==> src/rtl/instr_cache_set_fill.sv <==
// One set of the L1 instruction cache: E ways with true-LRU ages, a combinational
// hit path and a beat-wise refill from L2 with backpressure.
//
// state | meaning
// IDLE  | lookups served; a miss on an active set starts a refill
// FILL  | RepReady high; beats of the victim block are written as RepValid arrives
module instr_cache_set_fill #(
  parameter int B          = 64,
  parameter int NumTagBits = 20,
  parameter int E          = 4,
  parameter int FW         = 64
) (
  input  logic                    clk,
  input  logic                    reset,
  input  logic                    ActiveSet,
  input  logic [$clog2(B)-1:0]    Block,
  input  logic [NumTagBits-1:0]   Tag,
  input  logic                    RepValid,
  input  logic [FW-1:0]           RepWord,
  input  logic                    Flush,
  output logic [31:0]             Data,
  output logic                    CacheMiss,
  output logic                    RepReady,
  output logic                    FillDone
);

  localparam int b     = $clog2(B);
  localparam int Beats = B * 8 / FW;
  localparam int AW    = $clog2(E);
  localparam int CW    = (Beats > 1) ? $clog2(Beats) : 1;

  typedef enum logic [0:0] {IDLE, FILL} stateT;

  stateT                  state, nextState;
  logic [NumTagBits-1:0]  tagArr [E];
  logic [B*8-1:0]         dataArr [E];
  logic [E-1:0]           valid;
  logic [AW-1:0]          age [E];
  logic [NumTagBits-1:0]  fillTag;
  logic [AW-1:0]          victim, victimReg, hitWay;
  logic [CW-1:0]          beatCnt;
  logic [E-1:0]           hitVec;
  logic                   hit, accept, lastBeat, startFill;
  logic                   unusedOffset;

  assign unusedOffset = ^Block[1:0];

  always_comb begin
    hitVec = '0;
    hitWay = '0;
    victim = '0;
    for (int i = 0; i < E; i++)
      hitVec[i] = valid[i] && (tagArr[i] == Tag);
    for (int i = E - 1; i >= 0; i--)
      if (hitVec[i]) hitWay = AW'(i);
    // Oldest valid way by default; any invalid way (lowest index) takes precedence.
    for (int i = 0; i < E; i++)
      if (age[i] == AW'(E - 1)) victim = AW'(i);
    for (int i = E - 1; i >= 0; i--)
      if (!valid[i]) victim = AW'(i);
  end

  assign hit       = ActiveSet && (|hitVec) && (state == IDLE);
  assign CacheMiss = ActiveSet && !hit;
  assign RepReady  = (state == FILL);
  assign accept    = RepReady && RepValid;
  assign lastBeat  = accept && (beatCnt == CW'(Beats - 1));
  assign startFill = (state == IDLE) && ActiveSet && CacheMiss && !Flush;
  assign Data      = dataArr[hitWay][32 * int'(Block[b-1:2]) +: 32];

  always_ff @(posedge clk or negedge reset) begin
    if (!reset) state <= IDLE;
    else        state <= nextState;
  end

  always_comb begin
    nextState = state;
    if (Flush) begin
      nextState = IDLE;
    end else begin
      case (state)
        IDLE:    if (startFill) nextState = FILL;
        FILL:    if (lastBeat)  nextState = IDLE;
        default: nextState = IDLE;
      endcase
    end
  end

  always_ff @(posedge clk or negedge reset) begin
    if (!reset) begin
      valid     <= '0;
      beatCnt   <= '0;
      FillDone  <= 1'b0;
      fillTag   <= '0;
      victimReg <= '0;
      for (int i = 0; i < E; i++) age[i] <= '0;
    end else if (Flush) begin
      valid    <= '0;
      beatCnt  <= '0;
      FillDone <= 1'b0;
      for (int i = 0; i < E; i++) age[i] <= '0;
    end else begin
      FillDone <= lastBeat;
      if (startFill) begin
        fillTag   <= Tag;
        victimReg <= victim;
        beatCnt   <= '0;
      end
      if (accept) beatCnt <= beatCnt + CW'(1);
      if (hit) begin
        for (int i = 0; i < E; i++)
          if (valid[i] && (age[i] < age[hitWay])) age[i] <= age[i] + AW'(1);
        age[hitWay] <= '0;
      end
      // An invalid victim has no meaningful age, so every valid way gets older.
      if (lastBeat) begin
        for (int i = 0; i < E; i++)
          if (valid[i] && (!valid[victimReg] || (age[i] < age[victimReg])))
            age[i] <= age[i] + AW'(1);
        age[victimReg]   <= '0;
        valid[victimReg] <= 1'b1;
      end
    end
  end

  always_ff @(posedge clk) begin
    if (accept && !Flush) dataArr[victimReg][int'(beatCnt) * FW +: FW] <= RepWord;
    if (lastBeat && !Flush) tagArr[victimReg] <= fillTag;
  end

endmodule
==> config.mk <==
export PLATFORM = sky130hd
export DESIGN_NAME = instr_cache_set_fill
export DESIGN_NICKNAME = d
export VERILOG_FILES = /design/src/rtl/instr_cache_set_fill.sv
export SDC_FILE = /design/constraint.sdc
export NUM_CORES = 2
export LEC_CHECK = 0
export BUFFER_PORTS_ARGS = -buffer_cell sky130_fd_sc_hd__buf_2
export CAP_MARGIN = 15
export CELL_PAD_IN_SITES_DETAIL_PLACEMENT = 2
export CELL_PAD_IN_SITES_GLOBAL_PLACEMENT = 2
export CORE_ASPECT_RATIO = 0.5
export CORE_MARGIN = 2
export CORE_UTILIZATION = 33
export DETAILED_ROUTE_END_ITERATION = 7
export GPL_TIMING_DRIVEN = 1
export PLACE_DENSITY_LB_ADDON = 0.15
export SYNTH_ARGS = -nofsm -noshare
export SYNTH_HDL_FRONTEND = slang
export SYNTH_SLANG_ARGS = --single-unit
export TNS_END_PERCENT = 5
==> constraint.sdc <==
create_clock -name clk -period 9.12 [get_ports clk]
set_input_delay 1.824 -clock clk [delete_from_list [all_inputs] [get_ports clk]]
set_output_delay 1.824 -clock clk [all_outputs]
set_load 0.01 [all_outputs]
* Word level (Yosys, flattened, before mapping)
Memories as Yosys holds them, arrays and structs flattened.
Cells that the tools add are included.
** Word-level totals
- Flip-flop bits (word level) :: 39
- Bits in latches :: 0
- RAM bits :: 2128
- ROM bits :: 0
- Input bits :: 95
- Output and inout port bits :: 35
- Word-level logic and storage cells :: 154
- Memories kept :: 2
** Memories
- dataArr :: words 4, width 512, read ports 1, clocked after Yosys merged registers in 0, write ports 1, line 36 : logic [B*8-1:0] dataArr [E];
- tagArr :: words 4, width 20, read ports 4, clocked after Yosys merged registers in 0, write ports 1, line 35 : logic [NumTagBits-1:0] tagArr [E];
** Operators by class
- Add/sub/neg operators :: 6
- Multiply operators :: 0
- Divide/modulo/power cells :: 0
- $lt $le $gt $ge :: 14
- Eq/ne operators :: 8
- Shifts and indexed selects :: 3
- Muxes and demuxes :: 66
- Bitwise operators :: 9
- Reductions and logical operators :: 36
** Operators with widths (number)
- 512-bit 2-to-1 mux :: 1
- 64-bit by 33-bit variable shift with 512-bit output (first input constant) :: 1
- 512-bit by 10-bit indexed part select with 32-bit output :: 1
- 64-bit by 33-bit indexed part select with 512-bit output :: 1
- 20-bit == test :: 4
- 2-bit 2-to-1 mux :: 40
- 9-bit negation with 33-bit output :: 1
- 1-bit logical AND :: 25
- 8-bit 2-to-1 mux :: 3
- 8-bit AND :: 2
- 2-bit < comparator :: 8
- 8-bit NOT :: 2
- 1-bit 2-to-1 mux :: 10
- 3-bit 2-to-1 mux :: 3
- 2-bit by 1-bit adder with 2-bit output (second input constant) :: 4
- 2-bit binary-select mux with 2-bit select :: 2
- 2-bit demux with 2-bit select :: 2
- 4-bit 2-to-1 mux :: 2
- 2-bit == test (second input constant) :: 3
- 3-bit >= comparator (second input constant) :: 2
- 3-bit by 1-bit < comparator with 1-bit output (second input constant) :: 2
- 2-bit NOT with 3-bit output :: 2
- 1-bit logical OR :: 4
- 4-bit OR :: 1
- 13 further kinds :: 16

* Logic depth before layout (Yosys ltp)
An unclocked memory read counts as a cell.
- Depth in word-level cells :: 24
- Depth in mapped cells :: 16
- Mapped depth without buffers :: 10

* Least setup slack after synthesis
No wires, ideal clock.
- Path type :: input to output
- From :: input Tag[7]
- To :: output Data[25]
- Arrival time :: 4739 ps
- Required time :: 7296 ps
- Slack :: 2557 ps
- Stages on the path :: 14
- Path buffers :: 5
- Cell sequence :: clkbuf_1 > xnor2_1 > nand4_1 > or4_4 > or2_1 > buf_2 > o31ai_4 > buf_2 > buf_4 > buf_2 > nand2_1 > a2111oi_0 > nand4_1 > nor4_1
** Between the ends
- Cells in the longest elaborated chain, start to end :: 8
- Elaborated cells between the ends (all ways) :: 14
- Classes of those cells :: eq/ne (4); shift (1); mux (4); reduce/logical (4); memory (1)
** Ends and longest elaborated chain
- start, declared :: line 17 : input logic [NumTagBits-1:0] Tag,
- 20-bit == test :: line 53 : hitVec[i] = valid[i] && (tagArr[i] == Tag);
- 1-bit logical AND :: line 53
- 2-bit 2-to-1 mux (3 in a row) :: line 55 : if (hitVec[i]) hitWay = AW'(i);
- 2-bit 2-to-1 mux * :: line 55
- memory read 4 x 512 bit *
- 512-bit by 10-bit indexed part select with 32-bit output * :: line 69 : assign Data = dataArr[hitWay][32 * int'(Block[b-1:2]) +: 32];
- end, declared :: line 21 : output logic [31:0] Data,
Every way passes the cells marked *; elsewhere a longest branch is shown, timed or not.

* Final worst setup path
- From :: input Tag[8]
- To :: output Data[14]
The elaborated chain is that of the path after synthesis.

==> results by group <==
Outcome
  – Status: completed

Synthesis
  – Post-synthesis mux area share: around 1.3%
  – Async set or reset register ratio after synthesis: 1.80%
  – Yosys Warn Count: 0
  – Most common flop cell mapped by yosys: edfxtp_1
  – Adder-cell share of the synthesized area: 0.181%
  – Syn avg cell area: 14.8 µm²
  – Seq/Total Area, Yosys: 74.4%
  – EDFF count, synth: 2,128
  – Synth area leaders: edfxtp_1 73%, a221oi_1 2.7%, and2_1 2.6%
  – Post-synth cell types: 86
  – Mapped Cells: around 5,900
  – Synth top area share: 73.3%
  – Compound-Gate Fraction of Synth Area: 11.9%
  – #FFs+latches synth: between 2,000 and 2,500
  – Post-Syn Nets: 6,015
  – Xor/xnor cell area share of the yosys netlist: less than 1%
  – Post-synthesis simple-gate area fraction: 9.11%
  – Netlist Area Pre-Place: 0.0872 mm²
  – Synth area leader: edfxtp_1
  – Largest family of logic cells by synthesized area: compound AO/OA/AOI/OAI gates

Floorplan
  – # IOs: 130
  – Initial core utilization: 33.2%
  – Die area: 0.269 mm²
  – Die Width: 731 µm
  – Die Y: 368 µm
  – Core Rows: 133
  – Core footprint: 0.263 mm²

Pwr
  – LEAKAGE: between 30 and 40 nW
  – Combinational group share of total power: 4.0%
  – Sw power: roughly 4.6 mW
  – Sequential share of power: 54.0%
  – Internal power: roughly 16 mW
  – PwrDens: 203 mW/mm²
  – Switching Share: 22.7%
  – Maximum VDD drop: between 150 and 200 µV
  – Clk pwr share: 42.1%

Timing
  – Setup TNS: 0 ns
  – Max Slew Vio Count: 0
  – Setup violators final: 0
  – Fmax achieved: 119 MHz
  – Final min period: 8.42 ns
  – Final worst-path setup slack: 0.702 ns
  – Worst Tran Pin Value: roughly 1.2 ns
  – Final hold vios: 0
  – RSZ-0062 raised after global routing: false
  – Max transition margin: 17.6%
  – Layout Skew: 0.0830 ns
  – Crit share post-route: 92.3%

Placed design
  – GP Congestion: 0.805
  – DP HPWL: 229,000 µm
  – Pre-CTS setup slack: between 0.7 and 0.8 ns
  – Post-DP Area: ~0.094 mm²
  – Post-Place Cells: 9,389
  – Input/output buffers: 127

Clock network
  – CTS Hold Bufs: 0
  – # clock sinks: between 2,000 and 2,500
  – Clock Latency Late Sink: around 0.92 ns
  – Post_cts resized: 0
  – Maximum clock path buffer count: 4
  – CTS buffer count: 211
  – CTS clk-pin slew, worst paths: 0.07 ns
  – Clock root buffer: clkbuf_16
  – H-tree levels: 4
  – TritonCTS clock tree: built
  – Postcts setup bufs: 0

Final layout
  – Most frequent cells in the layout: 2,128 x edfxtp_1, 552 x nand2_1, 358 x and2_1, 314 x a21oi_1, 265 x a221oi_1
  – Share of layout cells above drive strength 1: approximately 13%
  – Synth-to-Final Area Change: 14.5%
  – Final Cell Area: 0.0999 mm²
  – Commonest non-fill, non-tap cell in the layout: edfxtp_1
  – Final Non-Filler Cells: 9,788
  – # nets final: around 6,200
  – Final core utilization: between 30% and 40%

Critical path
  – Length in cells of the worst reg-to-reg path: 11
  – WS Path Type: input port to primary output
  – Worst R2R Setup Slack: 3.73 ns
  – End of the worst register-to-register path: dataArr[0][116]
  – Reg2reg start: beatCnt[0]
  – Crit end category: primary output
  – Critical path required time: roughly 7.3 ns
  – Crit Path Max Fanout: 28
  – Arr. time, crit path: 6.59 ns
  – Startpoint types: input port

Hold path
  – Hold crit path type: flop to flop
  – Hold Path Depth: 0
  – Hold_sp: fillTag[3]
  – Worst Hold End: tagArr[1][3]

Global route
  – GR Overflow Total: 0
  – GRT met2 Usage: roughly 45%
  – Overall fraction of global-route tracks in use: 28.5%
  – Initial antenna violation count: slightly below 60
  – Met3 Usage GRT: 4.87%
  – Vias in the first global route: 62,549
  – GRT Max-Usage Layer: met2
  – Largest net degree at the start of global routing: 89
  – First-pass GRT wire length: 528,000 µm
  – GR Layer Usage met1: 41.0%

Drt
  – Antenna viol nets, final: 0
  – Drt first pass iters: 5
  – Drt total wl: 389,000 µm
  – Via count: about 60,000
  – DRC errors left: 0
  – DRT iter0 DRCs: 8,507
  – Avg WL per Cell: 39.8 µm
  – Vias per cell: 6.15

Job
  – Max cap viols: 0
==> sequential cells by signal, indices dropped and copies added, names as in the netlist <==
register / flops
dataArr: 2048
tagArr: 80
fillTag: 20
age: 8
valid: 4
beatCnt: 3
victimReg: 2
FillDone: 1
RepReady: 1
==> routing by layer <==
layer  wire length (µm)  part of all wire [%]
met4              10700                   2.8
met2             176000                    45
met5                 45                 0.012
met3              34500                   8.9
met1             168000                    43
==> power groups by stage <==
| stage | Clock [mW] | Sequential (mW) | Combinational (mW) |
|---|---|---|---|
| 6_report | 8.51 | 10.9 | 0.805 |
| 5_1_grt | 8.96 | 10.9 | 0.838 |
| 2_1_floorplan | 0 | 11.1 | 0.359 |
| 3_3_place_gp | 0 | 11.1 | 0.771 |
| 4_1_cts | 8.60 | 10.9 | 0.798 |
| 3_5_place_dp | 0 | 11.1 | 0.795 |
==> cell type report <==
| cell class | instances | area (µm²) |
|---|---|---|
| antenna | 27 | 67.6 |
| timing repair buffer | 381 | 3150 |
| multi-input combinational | 3277 | 20900 |
| clock buffer | 277 | 5610 |
| clock inverter | 95 | 638 |
| sequential | 2167 | 64900 |
| tap | 3510 | 4390 |
| fill | 25757 | 163000 |
| inverter | 54 | 210 |
==> Yosys cell counts, drive strengths merged (51+ instances only) <==
master  count
a21oi     315
nor3       63
inv        53
a221oi    270
nand3     235
edfxtp   2128
nand2     556
a31oi      54
a22oi      82
nor2      287
o21ai     169
and2      359
xnor2      51
mux2i      65
a21o      121
clkbuf    218
buf       193
a221o     160
==> cell families (layout without fill, tap and decap cells) <==
logic type | after synthesis | after routing
compound gates | 1424 | 1424
xor+xnor | 80 | 80
flops | 2167 | 2167
other cells | 0 | 27
simple gates | 1652 | 1652
buf+inv | 465 | 807
fa+ha+maj | 13 | 13
mux | 108 | 108
==> worst max-delay path, cell delays in order <==
cell and delay (ns):
buf_2 0.15, xor2_1 0.45, or4_4 0.23, nor4_4 0.06, and2_2 0.33, o31ai_4 1.00
buf_4 0.58, a221o_1 0.24, a21oi_1 0.06, or4_1 0.58, nor4_1 0.51, and3_1 0.36
buf_2 0.17
==> worst max path at each step <==
stage | cells after the start | slack [ns] | start | to
2_1_floorplan | 14 | 2.56 | Tag[7] | Data[25]
3_3_place_gp | 13 | 0.84 | Tag[8] | Data[14]
3_5_place_dp | 13 | 0.78 | Tag[8] | Data[14]
4_1_cts | 13 | 0.77 | Tag[8] | Data[14]
5_1_grt | 17 | 0.57 | Tag[18] | Data[5]
6_report | 13 | 0.70 | Tag[8] | Data[14]
==> through the flow <==
stage | hold WS, ns | total power [mW]
global route | 0.539 | 20.7
CTS | 0.517 | 20.3
detailed placement | 0.507 | 11.9
floorplan | 0.471 | 11.5
finish | 0.512 | 20.2
global placement | 0.484 | 11.9
Power figures use the tool's default switching activity.
